## src/rtl/mem_arbiter.sv

```systemverilog
// Two-port (fetch / data) arbiter in front of a single shared memory port.
// Optional build macro MEM_ARB_ROUND_ROBIN_EN: alternate grants on a tie instead of fixed data priority.
module mem_arbiter #(
  parameter int unsigned TIMEOUT_CYCLES = 16
) (
  input  logic        clk,
  input  logic        rst,
  input  logic        i_req,
  input  logic [31:0] i_addr,
  output logic [31:0] i_rdata,
  output logic        i_ack,
  input  logic        d_req,
  input  logic        d_write,
  input  logic [31:0] d_addr,
  input  logic [31:0] d_wdata,
  output logic [31:0] d_rdata,
  output logic        d_ack,
  output logic        m_req,
  output logic        m_write,
  output logic [31:0] m_addr,
  output logic [31:0] m_wdata,
  input  logic [31:0] m_rdata,
  input  logic        m_ack,
  output logic        err,
  output logic [1:0]  dbg_state_o
);

  typedef enum logic [1:0] {
    IDLE = 2'd0,
    BUSY = 2'd1,
    DONE = 2'd2
  } state_t;

  localparam logic [7:0] LIMIT = 8'(TIMEOUT_CYCLES - 1);

  state_t      state_q;
  logic        port_q;      // granted port: 1 = data, 0 = fetch
  logic        write_q;
  logic [31:0] addr_q;
  logic [31:0] wdata_q;
  logic [7:0]  cnt_q;
  logic [31:0] i_rdata_q;
  logic [31:0] d_rdata_q;
  logic        i_ack_q;
  logic        d_ack_q;
  logic        err_q;
  logic        grant_d;

`ifdef MEM_ARB_ROUND_ROBIN_EN
  logic        last_q;      // last granted port: 1 = data, 0 = fetch

  always_comb begin
    grant_d = d_req;
    if (i_req && d_req) grant_d = ~last_q;
  end
`else
  always_comb begin
    grant_d = d_req;
  end
`endif

  always_ff @(posedge clk) begin
    if (rst) begin
      state_q   <= IDLE;
      port_q    <= 1'b0;
      write_q   <= 1'b0;
      addr_q    <= '0;
      wdata_q   <= '0;
      cnt_q     <= '0;
      i_rdata_q <= '0;
      d_rdata_q <= '0;
      i_ack_q   <= 1'b0;
      d_ack_q   <= 1'b0;
      err_q     <= 1'b0;
`ifdef MEM_ARB_ROUND_ROBIN_EN
      last_q    <= 1'b0;
`endif
    end else begin
      i_ack_q <= 1'b0;
      d_ack_q <= 1'b0;
      err_q   <= 1'b0;
      case (state_q)
        IDLE: begin
          if (i_req || d_req) begin
            state_q <= BUSY;
            port_q  <= grant_d;
            addr_q  <= grant_d ? d_addr : i_addr;
            write_q <= grant_d & d_write;
            wdata_q <= grant_d ? d_wdata : '0;
            cnt_q   <= '0;
`ifdef MEM_ARB_ROUND_ROBIN_EN
            last_q  <= grant_d;
`endif
          end
        end
        BUSY: begin
          // An ack on the limit cycle wins over the timeout.
          if (m_ack) begin
            state_q <= DONE;
            i_ack_q <= ~port_q;
            d_ack_q <= port_q;
            if (!port_q)      i_rdata_q <= m_rdata;
            else if (!write_q) d_rdata_q <= m_rdata;
          end else if (cnt_q == LIMIT) begin
            state_q <= DONE;
            i_ack_q <= ~port_q;
            d_ack_q <= port_q;
            err_q   <= 1'b1;
            if (!port_q)      i_rdata_q <= '0;
            else if (!write_q) d_rdata_q <= '0;
          end else begin
            cnt_q <= cnt_q + 8'd1;
          end
        end
        DONE: state_q <= IDLE;
        default: state_q <= IDLE;
      endcase
    end
  end

  // Memory-side outputs are only live while a transaction is in flight.
  assign m_req       = (state_q == BUSY);
  assign m_write     = m_req & write_q;
  assign m_addr      = m_req ? addr_q  : '0;
  assign m_wdata     = m_req ? wdata_q : '0;
  assign i_rdata     = i_rdata_q;
  assign d_rdata     = d_rdata_q;
  assign i_ack       = i_ack_q;
  assign d_ack       = d_ack_q;
  assign err         = err_q;
  assign dbg_state_o = state_q;

endmodule
```

## config.mk

```make
export PLATFORM = sky130hd
export DESIGN_NAME = mem_arbiter
export DESIGN_NICKNAME = d
export VERILOG_FILES = /design/src/rtl/mem_arbiter.sv
export SDC_FILE = /design/constraint.sdc
export NUM_CORES = 1
export LEC_CHECK = 0
export CORE_ASPECT_RATIO = 1.75
export CORE_UTILIZATION = 41
export DETAILED_ROUTE_END_ITERATION = 8
export PLACE_DENSITY = 0.8
export RECOVER_POWER = 25
export SETUP_SLACK_MARGIN = 0.15
export SLEW_MARGIN = 20
export SYNTH_ARGS = -nofsm -noshare
export SYNTH_HDL_FRONTEND = slang
export SYNTH_SLANG_ARGS = --single-unit
```

## constraint.sdc

```tcl
create_clock -name clk -period 2.08 [get_ports clk]
set_input_delay 0.52 -clock clk [delete_from_list [all_inputs] [get_ports clk]]
set_output_delay 0.52 -clock clk [all_outputs]
set_load 0.05 [all_outputs]
```

# Word-level counts from Yosys, hierarchy flattened
# Index checks and enable logic that the tools add are counted.
dict set report classes {
  add_sub_neg 1
  eq_ne 6
  mux 27
  bitwise_logic 5
  n_reduce_logical 11
}
# op count
set ops {}
lappend ops {{32-bit two-way mux} 14}
lappend ops {{8-bit two-way mux} 3}
lappend ops {{8-bit case mux with 2 select lines} 1}
lappend ops {{8-bit by 1-bit adder with 8-bit output, second input constant} 1}
lappend ops {{8-bit by 4-bit == test with 1-bit output, second input constant} 1}
lappend ops {{4-bit AND reduction} 2}
lappend ops {{2-bit two-way mux} 3}
lappend ops {{2-bit inequality test, second input constant} 3}
lappend ops {{1-bit two-way mux} 5}
lappend ops {{2-bit case mux with 2 select lines} 1}
lappend ops {{2-bit AND reduction} 2}
lappend ops {{2-bit nonzero test} 2}
lappend ops {{3-bit by 1-bit inequality test with 1-bit output, second input constant} 1}
lappend ops {{1-bit inverter} 3}
lappend ops {{3-bit AND reduction} 1}
lappend ops {{3-bit OR reduction} 1}
lappend ops {{1-bit bitwise AND} 2}
lappend ops {{2-bit by 1-bit == test with 1-bit output, second input constant} 1}
lappend ops {{2-bit logical NOT} 1}
lappend ops {{2-bit OR reduction} 1}
lappend ops {{1-bit logical OR} 1}
dict set report totals {
  register_bits 143
  inputBits 134
  output_inout_bits 135
  word_cells 61
}

# Longest topological paths before layout
dict set report logic_depth {
  word_depth 4
  mapped_depth 6
  mapped_depth_nobuf 5
}

# Least setup slack after synthesis
# OpenSTA, ideal clock, no wires.
dict set report synth_timing {
  kind {register to output}
  start {register state_q[0], in the netlist dbg_state_o[0]}
  end {output port m_wdata[22]}
  t_arrival_ps 2149
  t_required_ps 1560
  path_slack_ps -589
  path_stages_with_launch 5
  n_path_buf 1
  path_cell_list {dfxtp_1 -> nand2b_1 -> inv_2 -> clkbuf_1 -> and2_1}
}
dict set report synth_via {
  elab_chain_cells 2
}
# element line
set synth_lines {}
lappend synth_lines {{start: declaration} 36} ;# state_t state_q;
lappend synth_lines {{start signal: assignment} 64} ;# state_q <= IDLE;
lappend synth_lines {{start signal: assignment} 85} ;# state_q <= BUSY;
lappend synth_lines {{start signal: assignment} 99} ;# state_q <= DONE;
lappend synth_lines {{2-bit by 1-bit == test with 1-bit output} 122} ;# assign m_req = (state_q == BUSY);
lappend synth_lines {{named net m_req} 18} ;# output logic m_req,
lappend synth_lines {{32-bit two-way mux} 125} ;# assign m_wdata = m_req ? wdata_q : '0;
lappend synth_lines {{end: declaration} 21} ;# output logic [31:0] m_wdata,
# The timed path passes the listed nets, and every way through them passes these cells.

# Worst setup path in the final report
dict set report layout_timing {
  start {register state_q[1], in the netlist dbg_state_o[1]}
  end {output port m_addr[12]}
}
dict set report layout_via {
  elab_chain_cells 2
}
# element line
set layout_lines {}
lappend layout_lines {{2-bit by 1-bit == test with 1-bit output} 122}
lappend layout_lines {{32-bit two-way mux} 124} ;# assign m_addr = m_req ? addr_q : '0;
lappend layout_lines {{end: declaration} 20} ;# output logic [31:0] m_addr,
# No other way between the ends.

==> results <==
-- layout by cell type (no fill, tap or decap), types with 3 or more instances in the layout --
cell             synthesis  routed
dfxtp_1                143     141
clkdlybuf4s50_1          0     131
nor2_1                  77      77
buf_12                   0      74
and2_4                   0      65
o2bb2ai_1               64      64
dlygate4sd2_1            0      62
nand2_1                 35      35
mux2i_1                 34      34
a22oi_1                 33      33
a211oi_1                32      32
buf_4                    0      22
clkbuf_16                0      21
nand3_1                  8       7
a21oi_1                  5       5
bufinv_16                0       4
a31oi_1                  3       3
nand3b_1                 3       3
clkbuf_8                 0       3
buf_6                    7       3
-- where the power goes --
group | switching [mW] | total [mW] | internal (mW) | leakage, nW
Sequential | 0.0919 | 2.99 | 2.90 | 1.17
Combinational | 0.907 | 1.75 | 0.839 | 2.82
Clock | 1.13 | 3.22 | 2.09 | 0.302
Total | 2.13 | 7.96 | 5.83 | 4.29
-- what timing repair did --
action / 4_1_cts / 5_1_grt
pin swaps: 3 / 35
resized for setup: 99 / 34
endpoints found under the setup margin: 127 / 96
hold buffers: 0 / 0
buffers inserted: 3 / 3
gates cloned: 2 / 6
-- registers in the layout (all words and copies together), names as in the netlist --
| signal | count |
|---|---|
| wdata_q | 32 |
| d_ack | 1 |
| i_ack | 1 |
| write_q | 1 |
| cnt_q | 8 |
| i_rdata | 32 |
| d_rdata | 32 |
| addr_q | 32 |
| dbg_state_o | 2 |
| port_q | 1 |
| err | 1 |
-- routing by layer --
layer | track usage | share of wire | wire [um]
met5 | 0 | 0 | 0
met4 | 0.128 | 0.041 | 814
met3 | 0.0658 | 0.054 | 1080
met2 | 0.484 | 0.55 | 10800
met1 | 0.261 | 0.36 | 7120
-- final timing paths --
kind | from | endpoint | slack, ns | cells after the start
max | dbg_state_o[1] | m_addr[12] | -0.02 | 6
min | d_rdata[3] | d_rdata[3] | 0.46 | 1
max reg2reg | cnt_q[4] | i_rdata[25] | 0.33 | 5
min reg2reg | d_rdata[3] | d_rdata[3] | 0.46 | 1
-- cells by family (layout without fill, tap and decap cells) --
kind of cell	Yosys count	count (layout)
simple gates	201	201
buf+inv	56	335
flops	143	143
compound gates	150	150
other cells	0	1
fa+ha+maj	1	1
mux	34	34
-- layout make-up --
type | instances | share of cell area
Timing Repair Buffer | 302 | 0.365
Sequential cell | 143 | 0.281
Clock inverter | 9 | 0.0154
Tap cell | 174 | 0.0213
Multi-Input combinational cell | 386 | 0.269
Clock buffer | 21 | 0.0461
Inverter | 3 | 0.00159
Antenna cell | 1 | 0.000245
-- stage by stage --
step / instances / area [um2] / util / hold WS (ns) / TNS, ns
final: 1039 / 10200 / 0.755 / 0.461 / -0.127
after global routing: 1039 / 10200 / 0.755 / 0.479 / -2.03
after CTS: 1029 / 10000 / 0.740 / 0.461 / -0.445
after detailed placement: 994 / 9300 / 0.688 / 0.447 / -0.0390
after global placement: 994 / 9300 / 0.688 / 0.444 / 0
after floorplan: 585 / 5810 / - / 0.465 / 0
==> flow_summary.yaml <==
cts:
  clk_latency_ns: 0.41
  cts_tree: "built"
  numClockSinks: 143
  ctsHtreeMaxLevel: 4
  path_clk_slew_ns: 0.06
  root_buffer: "clkbuf_16"
  cts_buffer_depth: 2
  cts_buffers: 17
yosys:
  synth-main-ff-cell: "dfxtp_1"
  ys_seq_area_frac: 0.502
  yosys.area_share.adder: 0.00219
  yosys_warnings: 0
  synthMuxAreaShare: 0.0596
  synth_top_area_frac: 0.502
  yosys.area_share.simple: 0.174
  synth_top_cell_by_area: "dfxtp_1"
  synth_cell_types: 37
  syn_area_um2: 5710
  synthArstFlopShare: 0
  yosys_register_bits: 143
  syn_nets: 720
  yosys-top-cells-area: "dfxtp_1, o2bb2ai_1, and2_1, mux2i_1, nor2_1"
  synth-edff-count: 0
  yosysMostFrequentCell: "dfxtp_1"
  synth_top_family_by_area: "compound AO/OA/AOI/OAI gates"
  synthCells: 585
  syn-mean-instance-area_um2: 9.76
  synth_xor_area_frac: 0
  synth_compound_area_frac: 0.215
  synth_common_cells: "dfxtp_1, nor2_1, and2_1, o2bb2ai_1, clkbuf_1"
global_routing:
  grt_pass1_vias: 5661
  grt_max_degree: 60
  grt.overflow.total: 0
  grt_util_all_layers: 0.257
  antenna_found_initial: 1
  grt_pass1_wl_um: 28900
job:
  drv_cap: 0
detailed_routing:
  ant_nets: 0
  first_pass_iters: 5
  drt_iter0_drc: 346
  drc: 0
  drt_wl_total_um: 19800
  vias: 5584
  avgRoutedWirePerCell_um: 19.1
  via_per_inst: 5.37
sta:
  rsz0062_at_grt: "true"
  skew_ns: 0.00984
  slew_headroom: 0.585
  period_needed_ns: 2.10
  worstMarginPinSlew_ns: 0.623
  setup_slack_ns: -0.0150
  finalCritPeriodShare: 1.01
  slew_viol_final: 0
  setup_viol: 20
  clock.fmax_mhz: 477
  finalHoldViolCount: 0
floorplan:
  die_h_um: 158
  ios: 269
  dieArea_um2: 14400
  initial_core_util: 0.422
  rows: 56
  die_w_um: 91.2
  core_area_um2: 13500
critical_path:
  crit_chain: "nand2b_4 > inv_6 > buf_8 > buf_6 > and2_4 > buf_12"
  cpPeakStageDelay_ns: 0.34
  cp_slowest_cell: "dfxtp_4"
  cp-end-kind: "output pin"
  worst-setup-path-type: "flip-flop to output pin"
  worstPathArrival_ns: 1.58
  critical_path.max_fanout: 7
  critPathTopFamily: "buffers and inverters"
  cp-start-kind: "flip-flop"
  worstPathRequired_ns: 1.56
  critPathBufInv: 4
power_and_ir_drop:
  power.total_mw: 7.96
  p_leak_nw: 4.29
  power_density_nw_per_um2: 779
  ir_drop_mv: 0.575
final_layout:
  drive_gt1_frac: 0.251
  area_growth_syn_to_layout_pct: 79.0
  ff_latch_area_um2: 2870
  multi_input_area_um2: 2750
  fin_nets: 988
  nFillCells: 922
hold_path:
  hp-class: "flip-flop to flip-flop"
place:
  post-place-ws_ns: -0.0390
  gp_congestion: 0.856
  hpwl_um: 13400
  port_buffers: 268
status:
  status: "complete, but fails checks"
  violations: "negative setup slack"
Note: power is estimated with default switching activity, not from simulation.
